### src/rtl/mem_access.sv
// Memory-access pipeline stage: issues one load/store per instruction over a req/ack port and registers write-back.
// Latency: 1 cycle for ALU-only or misaligned ops, 2+ cycles for memory ops (1 issue cycle plus the wait for ack).
// Backpressure: stall is raised combinationally while a memory op waits for ack; optional MEM_ALIGN_CHECK_EN flags misalignment.
`ifndef RegDataBus
`define RegDataBus 31:0
`endif

module mem_access (
    input  logic              clk,
    input  logic              rst,
    input  logic              in_valid,
    input  logic              m_mem_read,
    input  logic              m_mem_write,
    input  logic              m_mem_to_reg,
    input  logic              m_write_reg,
    input  logic [4:0]        m_write_addr,
    input  logic [1:0]        m_size,
    input  logic              m_sign_ext,
    input  logic [`RegDataBus] alu_result,
    input  logic [`RegDataBus] store_data,
    output logic              stall,
    output logic              mem_req,
    output logic              mem_we,
    output logic [31:0]       mem_addr,
    output logic [31:0]       mem_wdata,
    output logic [3:0]        mem_be,
    input  logic              mem_ack,
    input  logic [31:0]       mem_rdata,
    output logic              w_valid,
    output logic              w_mem_to_reg,
    output logic              w_write_reg,
    output logic [4:0]        w_write_addr,
    output logic [`RegDataBus] data_from_mem,
    output logic [`RegDataBus] alu_result_out,
    output logic              w_misalign
);

    typedef enum logic {IDLE, REQ} state_t;

    state_t      state_q, state_d;
    logic        mem_req_q, mem_req_d;
    logic        mem_we_q, mem_we_d;
    logic [31:0] mem_addr_q, mem_addr_d;
    logic [31:0] mem_wdata_q, mem_wdata_d;
    logic [3:0]  mem_be_q, mem_be_d;
    logic        w_valid_q, w_valid_d;
    logic        w_mem_to_reg_q, w_mem_to_reg_d;
    logic        w_write_reg_q, w_write_reg_d;
    logic [4:0]  w_write_addr_q, w_write_addr_d;
    logic [31:0] data_from_mem_q, data_from_mem_d;
    logic [31:0] alu_result_out_q, alu_result_out_d;
    logic        w_misalign_q, w_misalign_d;

    logic        is_memop, is_load, misalign, go_mem;
    logic [31:0] st_wdata, ld_data;
    logic [3:0]  st_be;
    logic [7:0]  ld_byte;
    logic [15:0] ld_half;

    always_comb begin
        is_memop = m_mem_read | m_mem_write;
        is_load  = m_mem_read;
`ifdef MEM_ALIGN_CHECK_EN
        misalign = is_memop & (((m_size == 2'b01) & alu_result[0]) |
                               (m_size[1] & (alu_result[1:0] != 2'b00)));
`else
        misalign = 1'b0;
`endif
        go_mem = in_valid & is_memop & ~misalign;
        stall  = go_mem & ~((state_q == REQ) & mem_ack);
    end

    // Store lane replication and byte enables; loads always read the full word.
    always_comb begin
        st_wdata = store_data;
        st_be    = 4'b1111;
        case (m_size)
            2'b00: begin
                st_wdata = {4{store_data[7:0]}};
                st_be    = 4'b0001 << alu_result[1:0];
            end
            2'b01: begin
                st_wdata = {2{store_data[15:0]}};
                st_be    = 4'b0011 << {alu_result[1], 1'b0};
            end
            default: begin
                st_wdata = store_data;
                st_be    = 4'b1111;
            end
        endcase
    end

    always_comb begin
        ld_byte = mem_rdata[7:0];
        case (alu_result[1:0])
            2'b00:   ld_byte = mem_rdata[7:0];
            2'b01:   ld_byte = mem_rdata[15:8];
            2'b10:   ld_byte = mem_rdata[23:16];
            default: ld_byte = mem_rdata[31:24];
        endcase
        ld_half = alu_result[1] ? mem_rdata[31:16] : mem_rdata[15:0];
        case (m_size)
            2'b00:   ld_data = {{24{m_sign_ext & ld_byte[7]}}, ld_byte};
            2'b01:   ld_data = {{16{m_sign_ext & ld_half[15]}}, ld_half};
            default: ld_data = mem_rdata;
        endcase
    end

    always_comb begin
        state_d          = state_q;
        mem_req_d        = mem_req_q;
        mem_we_d         = mem_we_q;
        mem_addr_d       = mem_addr_q;
        mem_wdata_d      = mem_wdata_q;
        mem_be_d         = mem_be_q;
        w_valid_d        = 1'b0;
        w_mem_to_reg_d   = w_mem_to_reg_q;
        w_write_reg_d    = w_write_reg_q;
        w_write_addr_d   = w_write_addr_q;
        data_from_mem_d  = data_from_mem_q;
        alu_result_out_d = alu_result_out_q;
        w_misalign_d     = w_misalign_q;
        case (state_q)
            IDLE: begin
                if (go_mem) begin
                    state_d     = REQ;
                    mem_req_d   = 1'b1;
                    mem_we_d    = ~is_load;
                    mem_addr_d  = {alu_result[31:2], 2'b00};
                    mem_wdata_d = st_wdata;
                    mem_be_d    = is_load ? 4'b1111 : st_be;
                end else if (in_valid) begin
                    w_valid_d        = 1'b1;
                    w_mem_to_reg_d   = m_mem_to_reg;
                    w_write_reg_d    = m_write_reg & ~misalign;
                    w_write_addr_d   = m_write_addr;
                    data_from_mem_d  = 32'h0;
                    alu_result_out_d = alu_result;
                    w_misalign_d     = misalign;
                end
            end
            default: begin
                // Upstream is frozen while we wait, so the instruction inputs are still valid here.
                if (mem_ack) begin
                    state_d          = IDLE;
                    mem_req_d        = 1'b0;
                    mem_we_d         = 1'b0;
                    w_valid_d        = 1'b1;
                    w_mem_to_reg_d   = m_mem_to_reg;
                    w_write_reg_d    = m_write_reg;
                    w_write_addr_d   = m_write_addr;
                    data_from_mem_d  = is_load ? ld_data : 32'h0;
                    alu_result_out_d = alu_result;
                    w_misalign_d     = 1'b0;
                end
            end
        endcase
    end

    always_ff @(posedge clk) begin
        if (rst) begin
            state_q          <= IDLE;
            mem_req_q        <= 1'b0;
            mem_we_q         <= 1'b0;
            mem_addr_q       <= 32'h0;
            mem_wdata_q      <= 32'h0;
            mem_be_q         <= 4'h0;
            w_valid_q        <= 1'b0;
            w_mem_to_reg_q   <= 1'b0;
            w_write_reg_q    <= 1'b0;
            w_write_addr_q   <= 5'h0;
            data_from_mem_q  <= 32'h0;
            alu_result_out_q <= 32'h0;
            w_misalign_q     <= 1'b0;
        end else begin
            state_q          <= state_d;
            mem_req_q        <= mem_req_d;
            mem_we_q         <= mem_we_d;
            mem_addr_q       <= mem_addr_d;
            mem_wdata_q      <= mem_wdata_d;
            mem_be_q         <= mem_be_d;
            w_valid_q        <= w_valid_d;
            w_mem_to_reg_q   <= w_mem_to_reg_d;
            w_write_reg_q    <= w_write_reg_d;
            w_write_addr_q   <= w_write_addr_d;
            data_from_mem_q  <= data_from_mem_d;
            alu_result_out_q <= alu_result_out_d;
            w_misalign_q     <= w_misalign_d;
        end
    end

    assign mem_req        = mem_req_q;
    assign mem_we         = mem_we_q;
    assign mem_addr       = mem_addr_q;
    assign mem_wdata      = mem_wdata_q;
    assign mem_be         = mem_be_q;
    assign w_valid        = w_valid_q;
    assign w_mem_to_reg   = w_mem_to_reg_q;
    assign w_write_reg    = w_write_reg_q;
    assign w_write_addr   = w_write_addr_q;
    assign data_from_mem  = data_from_mem_q;
    assign alu_result_out = alu_result_out_q;
    assign w_misalign     = w_misalign_q;

endmodule
### config.mk
export PLATFORM = sky130hd
export DESIGN_NAME = mem_access
export DESIGN_NICKNAME = d
export VERILOG_FILES = /design/src/rtl/mem_access.sv
export SDC_FILE = /design/constraint.sdc
export NUM_CORES = 1
export LEC_CHECK = 0
export CAP_MARGIN = 15
export CELL_PAD_IN_SITES_DETAIL_PLACEMENT = 1
export CELL_PAD_IN_SITES_GLOBAL_PLACEMENT = 1
export CORE_ASPECT_RATIO = 1.4
export CORE_MARGIN = 8
export CORE_UTILIZATION = 30
export DETAILED_ROUTE_END_ITERATION = 7
export PLACE_DENSITY_LB_ADDON = 0.1
export SLEW_MARGIN = 40
export SYNTH_ARGS = -nofsm -noshare
export SYNTH_HDL_FRONTEND = slang
export SYNTH_SLANG_ARGS = --single-unit
### constraint.sdc
create_clock -name clk -period 2 [get_ports clk]
set_input_delay 0.4 -clock clk [delete_from_list [all_inputs] [get_ports clk]]
set_output_delay 0.4 -clock clk [all_outputs]
set_load 0.02 [all_outputs]
Word level (Yosys, flattened, before mapping)
Index checks and enable logic that the tools add are counted.
- bits in writable memories: 0
- logic and storage cells: 78
- memories: 0
- bits of input ports: 112
- bits in latches: 0
- bits in registers: 142
- memory bits (read-only): 0
- $mul: 0
- eq/ne operators: 5
- divide/modulo/power cells: 0
- add/subtract/negate cells: 0
- reduce and logical (&&, ||, !) cells: 7
- bitwise logic cells: 9
- shifts and indexed selects: 2
- $lt $le $gt $ge: 0
- multiplexer cells: 42
- operators with widths (operator ; count):
    $mux W32 ; 9
    $pmux W32 S2 ; 2
    $pmux W8 S3 ; 1
    $mux W1 ; 23
    $mux W5 ; 4
    $mux W16 ; 1
    $pmux W4 S2 ; 1
    $and A1 B1 Y1 ; 5
    $eq A2 B1 Y1 const B ; 2
    $logic_not A2 Y1 ; 2
    $mux W4 ; 1
    $ne A2 B2 Y1 const B ; 2
    $reduce_and A2 Y1 ; 2
    $reduce_bool A2 Y1 ; 2
    $shl A1 B2 Y4 const A ; 1
    $shl A2 B2 Y4 const A ; 1
    $not A1 Y1 ; 3
    $reduce_and A3 Y1 ; 1
    $eq A2 B2 Y1 const B ; 1
    $or A1 B1 Y1 ; 1

Longest topological paths before layout
- depth after elaboration: 7
- mapped depth: 6
- mapped depth without buffers: 4

Worst setup path after synthesis
OpenSTA, ideal clock, no wires.
- kind: input -> register
- from: input alu_result[1]
- to: register data_from_mem_q[10] (netlist: data_from_mem[10])
- path slack: 504 ps
- setup time: 119 ps
- stages: 6
- arrival time: 1377 ps
- data required time: 1881 ps
- path buffers: 2
- cells stage by stage: clkbuf_2 -> buf_2 -> mux2_2 -> a21oi_1 -> o21a_1 -> o21ai_1
- word-level cells in the longest chain between the ends: 7
- ends and longest elaborated chain (what ; line ; source):
    start: declaration ; 19 ; input logic [`RegDataBus] alu_result,
    $eq A2 B2 Y1, or another cell as far along ; 95 ; case (alu_result[1:0])
    $pmux W8 S3 ; 95 ;
    $and A1 B1 Y1 ; 103 ; 2'b00: ld_data = {{24{m_sign_ext & ld_byte[7]}}, ld_byte};
    $pmux W32 S2 * ; 102 ; case (m_size)
    $mux W32 * ; 152 ; data_from_mem_d = is_load ? ld_data : 32'h0;
    $mux W32 * ; 144 ; if (mem_ack) begin
    $mux W32 * ; 123 ; case (state_q)
    end signal: assignment ; 186 ; data_from_mem_q <= data_from_mem_d;
    end: declaration ; 50 ; logic [31:0] data_from_mem_q, data_from_mem_d;
Mark *: on every way between the ends. The rest lies on a longest branch, timed or not. The select of a mux whose other input is x is not followed.
A chain may end at the register's enable or synchronous reset.

Final worst setup path
- from: input m_mem_read
- to: output stall
- word-level cells in the longest chain between the ends: 3
- ends and longest elaborated chain (what ; line ; source):
    start: declaration ; 12 ; input logic m_mem_read,
    $or A1 B1 Y1 ; 61 ; is_memop = m_mem_read | m_mem_write;
    $and A1 B1 Y1 ; 69 ; go_mem = in_valid & is_memop & ~misalign;
    $and A1 B1 Y1 ; 70 ; stall = go_mem & ~((state_q == REQ) & mem_ack);
    end: declaration ; 21 ; output logic stall,
No other way between the ends.

==> flow_summary.ini <==
[drt]
drt_pass1_iterations = 4
drc_errors = 0
drtIter0Drc = 275
postRouteAntennaNets = 0
wl_mm = 23.3
avgViaCountPerCell = 4.90
num_vias = 6047
routedWlPerCell_um = 18.9

[placed_design]
preCtsSetupSlack_ps = -298
place_hpwl_mm = 17.4
place.gp.congestion = 0.806
numPortBuffers = 252

[setup_path]
worstPathRequired_ps = 1600
cp_num_buf_inv = 2
r2r-start = state_q$_SDFF_PP0_
cp-startpoint = m_mem_read
path_cells = clkdlybuf4s50_1 > o21ai_1 > nor2_1 > clkbuf_2
slowest_stage = clkdlybuf4s50_1
ff2ff_setup_slack_ps = 370
cpLargestDelayFamily = buffers and inverters
worstSetupPathType = in -> out
cp.arrival_ps = 1450
cp-end-kind = output pin
crit_fanout = 2
crit_path_max_incr_delay_ps = 550
start_kind = primary input

[sta]
hold_viol = 0
fmax_ghz = 0.542
fin_crit_ps = 1850
max_slew_margin = 0.474
hold_slack_ps = 326
skew_ps = 8.62
period_share = 0.923
finalSetupViolCount = 0
worstMarginPinSlew_ps = 789
worst_slack_ps = 154
drv_slew = 0
rsz0062_at_grt = false

[min_path]
hold_path_class = in -> reg
min_from = rst

[logic_synthesis]
synth_cells = 721
synth_compound_area_frac = 0.206
synthMuxAreaShare = 0.0698
syn_area_mm2 = 0.00584
synth_top_family_by_area = compound AO/OA/AOI/OAI gates
synth_top_area_frac = 0.483
ys_warn_count = 0
synth-seq-area-share = 0.483
synth_edf_count = 0
synthFlopType = dfxtp_1
synth_fa_ha_area_frac = 0
yosys.area_share.simple = 0.187
netlist_top_cells_area = dfxtp_1 48%, nand2_1 14%, a21oi_1 9.7%
synth_area_per_cell_um2 = 8.10
synthArstFlopShare = 0
ys_seq_elements = 141
yosysTopAreaCell = dfxtp_1
synth_xor_area_frac = 0
synth_cell_types = 36

[floorplan]
floorplan.initialDensity = 0.305
die-area_mm2 = 0.0243
pin_count = 256
core_area_mm2 = 0.0191
dieHeight_um = 181
num_rows = 60
die_w_um = 134

[power_and_ir_drop]
p_leak_nw = 3.50
power_mw = 7.94
power.density_mw_per_mm2 = 839
ir_drop_mv = 0.438

[finish]
final_common_cell = clkdlybuf4s50_1
areaGrowthSynthToFinish_pct = 61.8
nFillCells = 2236
nets = 1085
layout_common_cells = 249 x clkdlybuf4s50_1, 221 x nand2_1, 141 x dfxtp_1
multi_input_area_mm2 = 0.00273
regArea_mm2 = 0.00282
utilization = 0.494
final_layout_size_suffix_gt1_frac = 0.109

[clocking]
clk_pin_slew_worst_paths_ps = 60
clock_path_buffers = 2
cts_tree = built
hold_buffers = 0
cts_root_buf = clkbuf_16
cts_buffers = 17
clock-sinks = 141
cts_max_level = 4
clock_latency_ps = 420

[run]
maxCapViolations = 0

[grt]
grt_util_all_layers = 0.190
grt_max_degree = 72
antenna_found_initial = 1
overflow = 0
grt_pass1_wl_mm = 36.8
grt_pass1_vias = 6681

[status]
status = finished clean
## per-stage QoR
stage	setup TNS, ps	instances	area (um2)
global placement	-13250	1201	8790
finish	0	1235	9450
detailed placement	-20960	1202	8820
global route	0	1235	9450
CTS	0	1234	9460
floorplan	0	723	5850
## worst paths after layout
kind,to,cells past startpoint
worst max-delay path,stall,4
worst min-delay path,w_valid$_SDFF_PP0_,2
worst max register to register,alu_result_out[12]$_SDFFE_PP0P_,6
worst min register to register,w_write_addr[3]$_SDFFE_PP0P_,2
## synth_stat cells (8+ instances only)
cell and n:
a211oi_1 8, a21oi_1 113, a311oi_1 10, buf_2 17
buf_4 13, clkbuf_1 25, dfxtp_1 141, mux2_2 14
mux2i_1 25, nand2_1 221, nor2_1 30, o21ai_0 39
o21ai_1 11, o21ai_2 12
## kinds of logic after synthesis
kind of cell,after synthesis
mux,39
compound gates,209
flops,141
other cells,1
simple gates,270
buf+inv,61
## per-layer routing
metal | track usage | vias up | share of wire
li1 | - | 2940 | -
met1 | 0.205 | 2911 | 0.40
met2 | 0.343 | 165 | 0.52
met3 | 0.0502 | 31 | 0.056
met4 | 0.0775 | 0 | 0.023
met5 | 0 | - | 0
## report_power, final
group	internal (mW)	switching [mW]	total, mW	leakage [nW]
combinational	0.699	0.760	1.46	2.04
sequential	2.96	0.0817	3.04	1.15
clock	2.12	1.32	3.44	0.309
## final cells by class
cell class	count	share of cell area
Timing Repair Buffer	290	0.311
Sequential cell	141	0.299
Multi-Input combinational cell	521	0.289
Clock buffer	18	0.0454
Tap cell	248	0.0328
Clock inverter	14	0.0220
Inverter	2	0.000794
Antenna cell	1	0.000265
## what timing repair did
action / CTS / global route
buffers inserted: 0 / 0
endpoints found under the setup margin: 1 / 1
pin swaps: 0 / 0
resized for setup: 2 / 1
No activity file was read; power rests on OpenSTA's default activity.
